--- config.mk ---
export PLATFORM = sky130hd
export DESIGN_NAME = if_fetch_unit
export DESIGN_NICKNAME = d
export VERILOG_FILES = /design/src/rtl/if_fetch_unit_pkg.sv /design/src/rtl/if_fetch_buf.sv /design/src/rtl/if_fetch_unit.sv
export SDC_FILE = /design/constraint.sdc
export NUM_CORES = 1
export LEC_CHECK = 0
export CORE_MARGIN = 2
export CORE_UTILIZATION = 50
export CTS_CLUSTER_DIAMETER = 150
export DETAILED_ROUTE_END_ITERATION = 12
export PLACE_DENSITY = 0.76
export SYNTH_ARGS = -nofsm -noshare
export SYNTH_HDL_FRONTEND = slang
export SYNTH_SLANG_ARGS = --single-unit
--- constraint.sdc ---
create_clock -name clock -period 3.2 [get_ports clock]
set_input_delay 0.32 -clock clock [delete_from_list [all_inputs] [get_ports clock]]
set_output_delay 0.32 -clock clock [all_outputs]
set_load 0.01 [all_outputs]
--- src/rtl/if_fetch_unit_pkg.sv ---
// Shared types and constants for the instruction-fetch stage.
package if_fetch_unit_pkg;

    localparam int XLEN       = 32;
    localparam int INST_WIDTH = 32;

    localparam logic [XLEN-1:0]       RESET_PC_DEFAULT = 32'h8000_0000;
    localparam logic [INST_WIDTH-1:0] NOP_INST         = 32'h0000_0013;

    // Sequential fetch step; wraps naturally at 2^32.
    function automatic logic [XLEN-1:0] next_pc(input logic [XLEN-1:0] pc);
        return pc + XLEN'(4);
    endfunction

endpackage

--- src/rtl/if_fetch_buf.sv ---
// Slot FIFO for the fetch stage: slots are allocated at request time and
// filled in order by memory responses; the head is handed to decode once filled.
module if_fetch_buf
    import if_fetch_unit_pkg::*;
#(
    parameter int DEPTH = 4
)
(
    input  logic                          clock,
    input  logic                          reset,
    input  logic                          clear,
    input  logic                          alloc,
    input  logic [XLEN-1:0]               alloc_pc,
    input  logic                          fill,
    input  logic [INST_WIDTH-1:0]         fill_inst,
    input  logic                          deq,
    output logic                          head_valid,
    output logic [XLEN-1:0]               head_pc,
    output logic [INST_WIDTH-1:0]         head_inst,
    output logic [$clog2(DEPTH):0]        occupancy,
    output logic [$clog2(DEPTH):0]        unfilled
);

    localparam int AW = $clog2(DEPTH);
    localparam int CW = AW + 1;

    logic [XLEN-1:0]       pc_mem   [DEPTH];
    logic [INST_WIDTH-1:0] inst_mem [DEPTH];
    logic [DEPTH-1:0]      filled_reg;

    // Pointers carry one extra wrap bit so full and empty are distinguishable.
    logic [CW-1:0] head_ptr_reg;
    logic [CW-1:0] tail_ptr_reg;
    logic [CW-1:0] fill_ptr_reg;

    logic [AW-1:0] head_idx;
    logic [AW-1:0] tail_idx;
    logic [AW-1:0] fill_idx;

    logic alloc_ok;
    logic fill_ok;
    logic deq_ok;

    logic [DEPTH-1:0] alloc_hit;
    logic [DEPTH-1:0] fill_hit;
    logic [DEPTH-1:0] deq_hit;

    assign head_idx = head_ptr_reg[AW-1:0];
    assign tail_idx = tail_ptr_reg[AW-1:0];
    assign fill_idx = fill_ptr_reg[AW-1:0];

    assign occupancy = tail_ptr_reg - head_ptr_reg;
    assign unfilled  = tail_ptr_reg - fill_ptr_reg;

    assign head_valid = filled_reg[head_idx];
    assign head_pc    = pc_mem[head_idx];
    assign head_inst  = inst_mem[head_idx];

    assign alloc_ok = alloc && (occupancy != CW'(DEPTH));
    assign fill_ok  = fill && (unfilled != '0);
    assign deq_ok   = deq && head_valid;

    for (genvar gi = 0; gi < DEPTH; gi++) begin : g_slot_sel
        assign alloc_hit[gi] = alloc_ok && (tail_idx == AW'(gi));
        assign fill_hit[gi]  = fill_ok  && (fill_idx == AW'(gi));
        assign deq_hit[gi]   = deq_ok   && (head_idx == AW'(gi));
    end

    always_ff @(posedge clock) begin
        if (reset || clear) begin
            head_ptr_reg <= '0;
            tail_ptr_reg <= '0;
            fill_ptr_reg <= '0;
        end else begin
            if (alloc_ok) tail_ptr_reg <= tail_ptr_reg + CW'(1);
            if (fill_ok)  fill_ptr_reg <= fill_ptr_reg + CW'(1);
            if (deq_ok)   head_ptr_reg <= head_ptr_reg + CW'(1);
        end
    end

    always_ff @(posedge clock) begin
        if (reset || clear) begin
            filled_reg <= '0;
        end else begin
            filled_reg <= (filled_reg & ~(alloc_hit | deq_hit)) | fill_hit;
        end
    end

    // Payload needs no reset: it is only observed behind a set filled bit.
    always_ff @(posedge clock) begin
        for (int i = 0; i < DEPTH; i++) begin
            if (alloc_hit[i]) pc_mem[i]   <= alloc_pc;
            if (fill_hit[i])  inst_mem[i] <= fill_inst;
        end
    end

endmodule

--- src/rtl/if_fetch_unit.sv ---
// Instruction-fetch stage: issues sequential fetches, buffers responses and
// feeds decode through a valid/ready handshake; redirects squash the old path.
module if_fetch_unit
    import if_fetch_unit_pkg::*;
#(
    parameter logic [XLEN-1:0] RESET_PC   = RESET_PC_DEFAULT,
    parameter int              IBUF_DEPTH = 4
)
(
    input  logic                  clock,
    input  logic                  reset,
    input  logic                  redirect_valid,
    input  logic [XLEN-1:0]       redirect_pc,
    output logic                  imem_req_valid,
    input  logic                  imem_req_ready,
    output logic [XLEN-1:0]       imem_req_addr,
    input  logic                  imem_rsp_valid,
    input  logic [INST_WIDTH-1:0] imem_rsp_data,
    output logic                  if_valid,
    input  logic                  id_ready,
    output logic [XLEN-1:0]       pc_if,
    output logic [INST_WIDTH-1:0] inst_if
);

    localparam int CW = $clog2(IBUF_DEPTH) + 1;
    localparam int DW = $clog2(IBUF_DEPTH) + 2;

    logic            run_reg;
    logic [XLEN-1:0] fetch_pc_reg;
    logic            req_pending_reg;
    logic            pend_stale_reg;
    logic [XLEN-1:0] pend_addr_reg;
    logic [DW-1:0]   drop_cnt_reg;
    logic [DW-1:0]   drop_cnt_next;

    logic [CW-1:0]   occupancy;
    logic [CW-1:0]   unfilled;

    logic fire;
    logic stale_fire;
    logic rsp_drop;
    logic buf_alloc;
    logic buf_fill;
    logic buf_deq;

    // Request side depends on registered state only, so it can never glitch
    // with ready, id_ready or redirect in the same cycle.
    assign imem_req_valid = run_reg && (req_pending_reg || (occupancy < CW'(IBUF_DEPTH)));
    assign imem_req_addr  = req_pending_reg ? pend_addr_reg : fetch_pc_reg;

    assign fire       = imem_req_valid && imem_req_ready;
    assign stale_fire = fire && req_pending_reg && pend_stale_reg;
    assign rsp_drop   = imem_rsp_valid && (drop_cnt_reg != '0);

    assign buf_alloc = fire && !stale_fire && !redirect_valid;
    assign buf_fill  = imem_rsp_valid && !rsp_drop && !redirect_valid;
    assign buf_deq   = if_valid && id_ready && !redirect_valid;

    // On redirect every old-path request still owed by memory must be dropped:
    // those already counted, allocated-but-unfilled slots, and a request firing
    // now, minus any response consumed this very cycle.
    always_comb begin
        drop_cnt_next = drop_cnt_reg;
        if (redirect_valid) begin
            drop_cnt_next = drop_cnt_reg + DW'(unfilled) + DW'(fire) - DW'(imem_rsp_valid);
        end else begin
            drop_cnt_next = drop_cnt_reg + DW'(stale_fire) - DW'(rsp_drop);
        end
    end

    always_ff @(posedge clock) begin
        if (reset) begin
            run_reg         <= 1'b0;
            fetch_pc_reg    <= RESET_PC;
            req_pending_reg <= 1'b0;
            pend_stale_reg  <= 1'b0;
            pend_addr_reg   <= '0;
            drop_cnt_reg    <= '0;
        end else begin
            run_reg         <= 1'b1;
            drop_cnt_reg    <= drop_cnt_next;
            req_pending_reg <= imem_req_valid && !imem_req_ready;
            if (imem_req_valid && !imem_req_ready) pend_addr_reg <= imem_req_addr;

            if (redirect_valid)  fetch_pc_reg <= redirect_pc;
            else if (buf_alloc)  fetch_pc_reg <= next_pc(fetch_pc_reg);

            // A request left hanging across a redirect belongs to the old path.
            if (fire)                                  pend_stale_reg <= 1'b0;
            else if (redirect_valid && imem_req_valid) pend_stale_reg <= 1'b1;
        end
    end

    if_fetch_buf #(
        .DEPTH (IBUF_DEPTH)
    ) u_buf (
        .clock      (clock),
        .reset      (reset),
        .clear      (redirect_valid),
        .alloc      (buf_alloc),
        .alloc_pc   (imem_req_addr),
        .fill       (buf_fill),
        .fill_inst  (imem_rsp_data),
        .deq        (buf_deq),
        .head_valid (if_valid),
        .head_pc    (pc_if),
        .head_inst  (inst_if),
        .occupancy  (occupancy),
        .unfilled   (unfilled)
    );

endmodule

# After elaboration in Yosys (flattened, before gate mapping)
# Memories as Yosys holds them, arrays and structs flattened. A register that Yosys moved wholly into a read port is not among the register bits.
# Index checks and enable logic that the tools add are counted.
[op_classes] n_addsub=11 n_lt_le_gt_ge=2 eq_ne=10 mux=45 bitwise=4 reduce_logical=47
[ops] operator="$mux 32" count=9
[ops] operator="$reduce_or 32->1" count=6
[ops] operator="$add 32x3->32 const B" count=1
[ops] operator="$logic_and 1x1->1" count=28
[ops] operator="$mux 1" count=24
[ops] operator="$mux 2" count=10
[ops] operator="$eq 2x2->1 const B" count=6
[ops] operator="$add 3x1->3 const B" count=3
[ops] operator="$add 4x1->4" count=2
[ops] operator="$or 4x4->4" count=2
[ops] operator="$sub 4x1->4" count=2
[ops] operator="$eq 2x1->1 const B" count=3
[ops] operator="$logic_not 2->1" count=3
[ops] operator="$sub 3x3->3" count=2
[ops] operator="$add 4x3->4" count=1
[ops] operator="$and 4x4->4" count=1
[ops] operator="$logic_not 1->1" count=4
[ops] operator="$mux 4" count=1
[ops] operator="$not 4->4" count=1
[ops] operator="$reduce_bool 4->1" count=1
[ops] operator="$lt 2x3->1 const B" count=1
[ops] operator="$lt 3x3->1 const B" count=1
[ops] operator="$ne 3x3->1 const B" count=1
[ops] operator="$reduce_bool 3->1" count=1
[ops] operator="other kinds (4)" count=5
[totals] reg_bits=84 ramBits=256 in_bits=70 out_inout_bits=98 memories=2
[mem_list] name="u_buf.inst_mem" words=4 word_bits=32 rd=1 rd_clocked_by_memory_dff=1 wr=1 line="if_fetch_buf.sv:28" source="logic [INST_WIDTH-1:0] inst_mem [DEPTH];"
[mem_list] name="u_buf.pc_mem" words=4 word_bits=32 rd=1 rd_clocked_by_memory_dff=1 wr=1 line="if_fetch_buf.sv:27" source="logic [XLEN-1:0] pc_mem [DEPTH];"

# Longest topological paths before layout
[depth] ltp_word=18 depth_mapped=14

# Hierarchy
# A second synthesis with hierarchy kept.
[hier_totals] cells_unflattened=919 hier_area_um2=14077.3
[by_module_without_submodules] module="if_fetch_buf" instances=1 cells_each=450 area_per_inst_um2=10237.3
[by_module_without_submodules] module="if_fetch_unit" instances=1 cells_each=469 area_per_inst_um2=3839.9

# Worst setup path before layout
# No wires, ideal clock.
[synth_timing] kind="register -> register" from="register u_buf.tail_ptr_reg[0]" to="register drop_cnt_reg[2]" setup_ns=0.071 arrival_ns=3.141 required_ns=3.129 slack_ns=-0.011 path_stages_with_launch=14 path_cell_list="dfxtp_1 > inv_1 > ha_1 > fa_1 > xnor3_2 > nor2_1 > nor2b_1 > nand2_1 > ha_1 > fa_1 > fa_1 > xnor2_1 > nand2_1 > a21oi_1"
[synth_between] elab_chain_len=10 elab_cells_between_ends=14 classes_between="add/sub: 7; order compare: 1; mux: 1; reduce/logical: 5"
[synth_rtl] item="from (decl)" line="if_fetch_buf.sv:33" source="logic [CW-1:0] tail_ptr_reg;"
[synth_rtl] item="from (signal assigned)" line="if_fetch_buf.sv:75" source="if (alloc_ok) tail_ptr_reg <= tail_ptr_reg + CW'(1);"
[synth_rtl] item="$sub 3x3->3 *" line="if_fetch_buf.sv:52" source="assign occupancy = tail_ptr_reg - head_ptr_reg;"
[synth_rtl] item="$lt 3x3->1 *" line="if_fetch_unit.sv:48" source="assign imem_req_valid = run_reg && (req_pending_reg || (occupancy < CW'(IBUF_DEPTH)));"
[synth_rtl] item="$logic_or 1x1->1 *" line="if_fetch_unit.sv:48"
[synth_rtl] item="$logic_and 1x1->1 *" line="if_fetch_unit.sv:48"
[synth_rtl] item="net imem_req_valid" line="if_fetch_unit.sv:14" source="output logic imem_req_valid,"
[synth_rtl] item="$logic_and 1x1->1 *" line="if_fetch_unit.sv:51" source="assign fire = imem_req_valid && imem_req_ready;"
[synth_rtl] item="$logic_and 1x1->1 (2 in series)" line="if_fetch_unit.sv:52" source="assign stale_fire = fire && req_pending_reg && pend_stale_reg;"
[synth_rtl] item="$add 4x1->4" line="if_fetch_unit.sv:67" source="drop_cnt_next = drop_cnt_reg + DW'(stale_fire) - DW'(rsp_drop);"
[synth_rtl] item="$sub 4x1->4" line="if_fetch_unit.sv:67"
[synth_rtl] item="$mux 4 *" line="if_fetch_unit.sv:64" source="if (redirect_valid) begin"
[synth_rtl] item="to (signal assigned)" line="if_fetch_unit.sv:81" source="drop_cnt_reg <= drop_cnt_next;"
[synth_rtl] item="to (decl)" line="if_fetch_unit.sv:33" source="logic [DW-1:0] drop_cnt_reg;"
# The timed path passes the listed nets; every way through them passes the cells marked *.
# A chain may end at the register's enable or synchronous reset.

# Worst setup path in the final report
[layout_timing] from="register u_buf.tail_ptr_reg[1]" to="register drop_cnt_reg[2]"
[layout_between] elab_chain_len=10 elab_cells_between_ends=14 classes_between="add/sub: 7; order compare: 1; mux: 1; reduce/logical: 5"
[layout_rtl] item="$sub 3x3->3" line="if_fetch_buf.sv:52"
[layout_rtl] item="$lt 3x3->1" line="if_fetch_unit.sv:48"
[layout_rtl] item="$logic_or 1x1->1" line="if_fetch_unit.sv:48"
[layout_rtl] item="$logic_and 1x1->1" line="if_fetch_unit.sv:48"
[layout_rtl] item="$logic_and 1x1->1" line="if_fetch_unit.sv:51"
[layout_rtl] item="$logic_and 1x1->1 (2 in series)" line="if_fetch_unit.sv:52"
[layout_rtl] item="$add 4x1->4" line="if_fetch_unit.sv:67"
[layout_rtl] item="$sub 4x1->4" line="if_fetch_unit.sv:67"
[layout_rtl] item="$mux 4 *" line="if_fetch_unit.sv:64"
# Mark *: on every way between the ends. The rest lies on a longest branch, timed or not.

==> results.toml <==
[global_routing]
grt_pass1_wl_mm = 44.1
grt_max_degree = 66
grt_overflow = 0
antenna_found_initial = 0
grt_use_total_pct = 19.8
grt_pass1_vias = 8024

[detailed_routing]
totalWireLength_mm = 28.8
first_pass_iters = 5
vias_per_cell = 5.47
vias = 7936
wire_per_inst_um = 19.9
drc = 0
drt_iter0_markers = 558
ant_nets = 0

[sta]
tightestPinTransition_ns = 0.837
finalCriticalPeriod_ns = 3.01
maxSlewViolCount = 0
skew_ns = 0.0178
rsz0062_at_grt = "no"
relSlewSlack_pct = 43.6
hold_ws_ns = 0.178
hold_viol_final = 0
setup_viol = 0
setup_tns_ns = 0
max_freq_ghz = 0.332
fin_ws_ns = 0.187
min_period_over_period_pct = 94.1

[place]
dp_slack_ns = 0.149
hpwl_mm = 19.0
dpl.cell_count = 1390
place.gp.congestion = 0.822
portBuffers = 167

[worst_setup_path]
required_ns = 3.62
critical_path_class = "register to register"
critPathArrivalTime_ns = 3.44
endpoint_kind = "register"
crit_path_start_kind = "register"
crit_path_max_fanout = 4

[clocking]
cts.root.buffer_cell = "clkbuf_16"
clk_path_buf_depth = 3
hold_buffers = 0
clk_latency_ns = 0.50
cts_tree = "yes"
htree_num_levels = 2
path_clk_slew_ns = 0.06
clock-sinks = 342
post_cts_buffers = 0
post_cts_resized = 0
cts_buffers = 34

[floorplan]
initial_utilization_pct = 50.4
die_h_um = 171
rows = 61
fp.dieW_um = 171
die_area_mm2 = 0.0292
core_mm2 = 0.0276
io_pins = 168

[yosys]
yosysWarningCount = 0
synthTopCellsByArea = "edfxtp_1, dfxtp_1, mux4_2"
yosys_register_bits = 342
synth.most_common_cell = "edfxtp_1"
yosys.area.top_type = "edfxtp_1"
syn_inst = 860
synth_top_area_share_pct = 55.2
synthesis.nets = 960
async_flop_share_pct = 0
postSynthAreaPerCell_um2 = 16.2
synth-edff-count = 256
synth_cell_type_count = 50
ys_seq_area_share_pct = 67.6
synth.top_cells.by_count = "edfxtp_1, dfxtp_1, nor2_1"
synth-main-ff-cell = "edfxtp_1"
syn_area_mm2 = 0.0139

[power_and_ir_drop]
p_per_area_mw_per_mm2 = 545
combinationalPowerShare_pct = 7.9
p_clk_share_pct = 40.3
intPower_mw = 7.48
peakVddDrop_mv = 0.388
power.switching_mw = 1.98
seq_power_share_pct = 51.9
p_leak_nw = 5.78
p_sw_share_pct = 20.9

[cells_and_area]
multi_input_area_mm2 = 0.00424
largestRegisters = "u_buf.inst_mem x128, u_buf.pc_mem x128"
final_util_pct = 62.8
antennaDiodeCount = 0
layout.cells.non_filler = 1451
nFillCells = 2044
nNetsFinal = 1148
area_growth_pct = 24.6
regArea_mm2 = 0.00942
layout-drive-gt1-share_pct = 17.3

[min_path]
hold_class = "primary input to register"

[job]
maxCapViolations = 0

[run_status]
status = "finished clean"
metal layers:
| layer | vias to the layer above | part of all wire [%] | wire length, um | global-route usage, % |
|---|---|---|---|---|
| li1 | 3688 | - | - | - |
| met3 | 44 | 4.3 | 1250 | 3.49 |
| met5 | - | 0 | 0 | 0 |
| met1 | 4011 | 43 | 12300 | 25.9 |
| met2 | 193 | 51 | 14700 | 34.3 |
| met4 | 0 | 2.0 | 589 | 5.49 |
path summary, 6_finish.rpt:
kind         cells after the start  slack (ns)                  start                  end
max                             12        0.19  u_buf.tail_ptr_reg[1]      drop_cnt_reg[2]
max reg2reg                     12        0.19  u_buf.tail_ptr_reg[1]      drop_cnt_reg[2]
min reg2reg                      2        0.47    u_buf.filled_reg[2]  u_buf.filled_reg[2]
min                              2        0.18                  reset              run_reg
through the flow:
stage / total power, mW / instance area, um2
3_5_place_dp: 5.74 / 16300
4_1_cts: 9.55 / 17300
5_1_grt: 9.82 / 17300
2_1_floorplan: 5.42 / 13900
3_3_place_gp: 5.72 / 16300
6_report: 9.46 / 17300
kinds of logic (layout without fill, tap and decap cells):
| logic type | count (synthesis) | in the layout | share of synthesized area (%) |
|---|---|---|---|
| adder cells (fa/ha/maj) | 30 | 30 | 2.97 |
| buffers and inverters | 74 | 287 | 2.09 |
| multiplexers | 127 | 127 | 15.2 |
| flip-flops | 342 | 342 | 67.6 |
| XOR/XNOR | 31 | 31 | 2.17 |
| AND/OR/NAND/NOR | 182 | 182 | 6.18 |
| AO/OA/AOI/OAI | 74 | 74 | 3.78 |
power groups by stage:
stage	clock (mW)	sequential [mW]	combinational [mW]
after floorplan	0	4.98	0.440
after CTS	3.89	4.91	0.749
final	3.81	4.91	0.743
after detailed placement	0	5.00	0.743
after global placement	0	5.00	0.725
after global routing	4.08	4.91	0.822
final cells by class:
| class | instances | share of cell area, % |
|---|---|---|
| multi-input cells | 444 | 24.4 |
| clock buffers | 45 | 5.27 |
| repair buffers | 197 | 11.8 |
| well taps | 378 | 2.73 |
| clock inverters | 16 | 0.894 |
| flip-flops and latches | 342 | 54.3 |
| inverters | 29 | 0.627 |
critical path: stages (launching register included):
cell and delay (ns):
dfxtp_1 0.40, inv_1 0.14, fa_1 0.45, xnor3_2 0.24, nor2_2 0.06, nor2b_2 0.15
nand2_1 0.07, ha_1 0.29, fa_1 0.40, fa_1 0.39, xnor2_1 0.14, nand2_1 0.07
a21oi_1 0.14
placed cells by master (no fill, tap or decap), types with 14 or more instances in the layout:
cell type / count
edfxtp_1: 256
clkdlybuf4s50_1: 166
dfxtp_1: 83
nor2_1: 72
mux4_2: 65
nand2_1: 36
clkbuf_16: 35
mux2i_1: 34
inv_1: 29
mux2_2: 28
ha_1: 25
buf_4: 18
xnor2_1: 17
o21ai_0: 14
nand3_1: 14
a21oi_1: 14
a211oi_1: 14
Power figures use the tool's default switching activity.
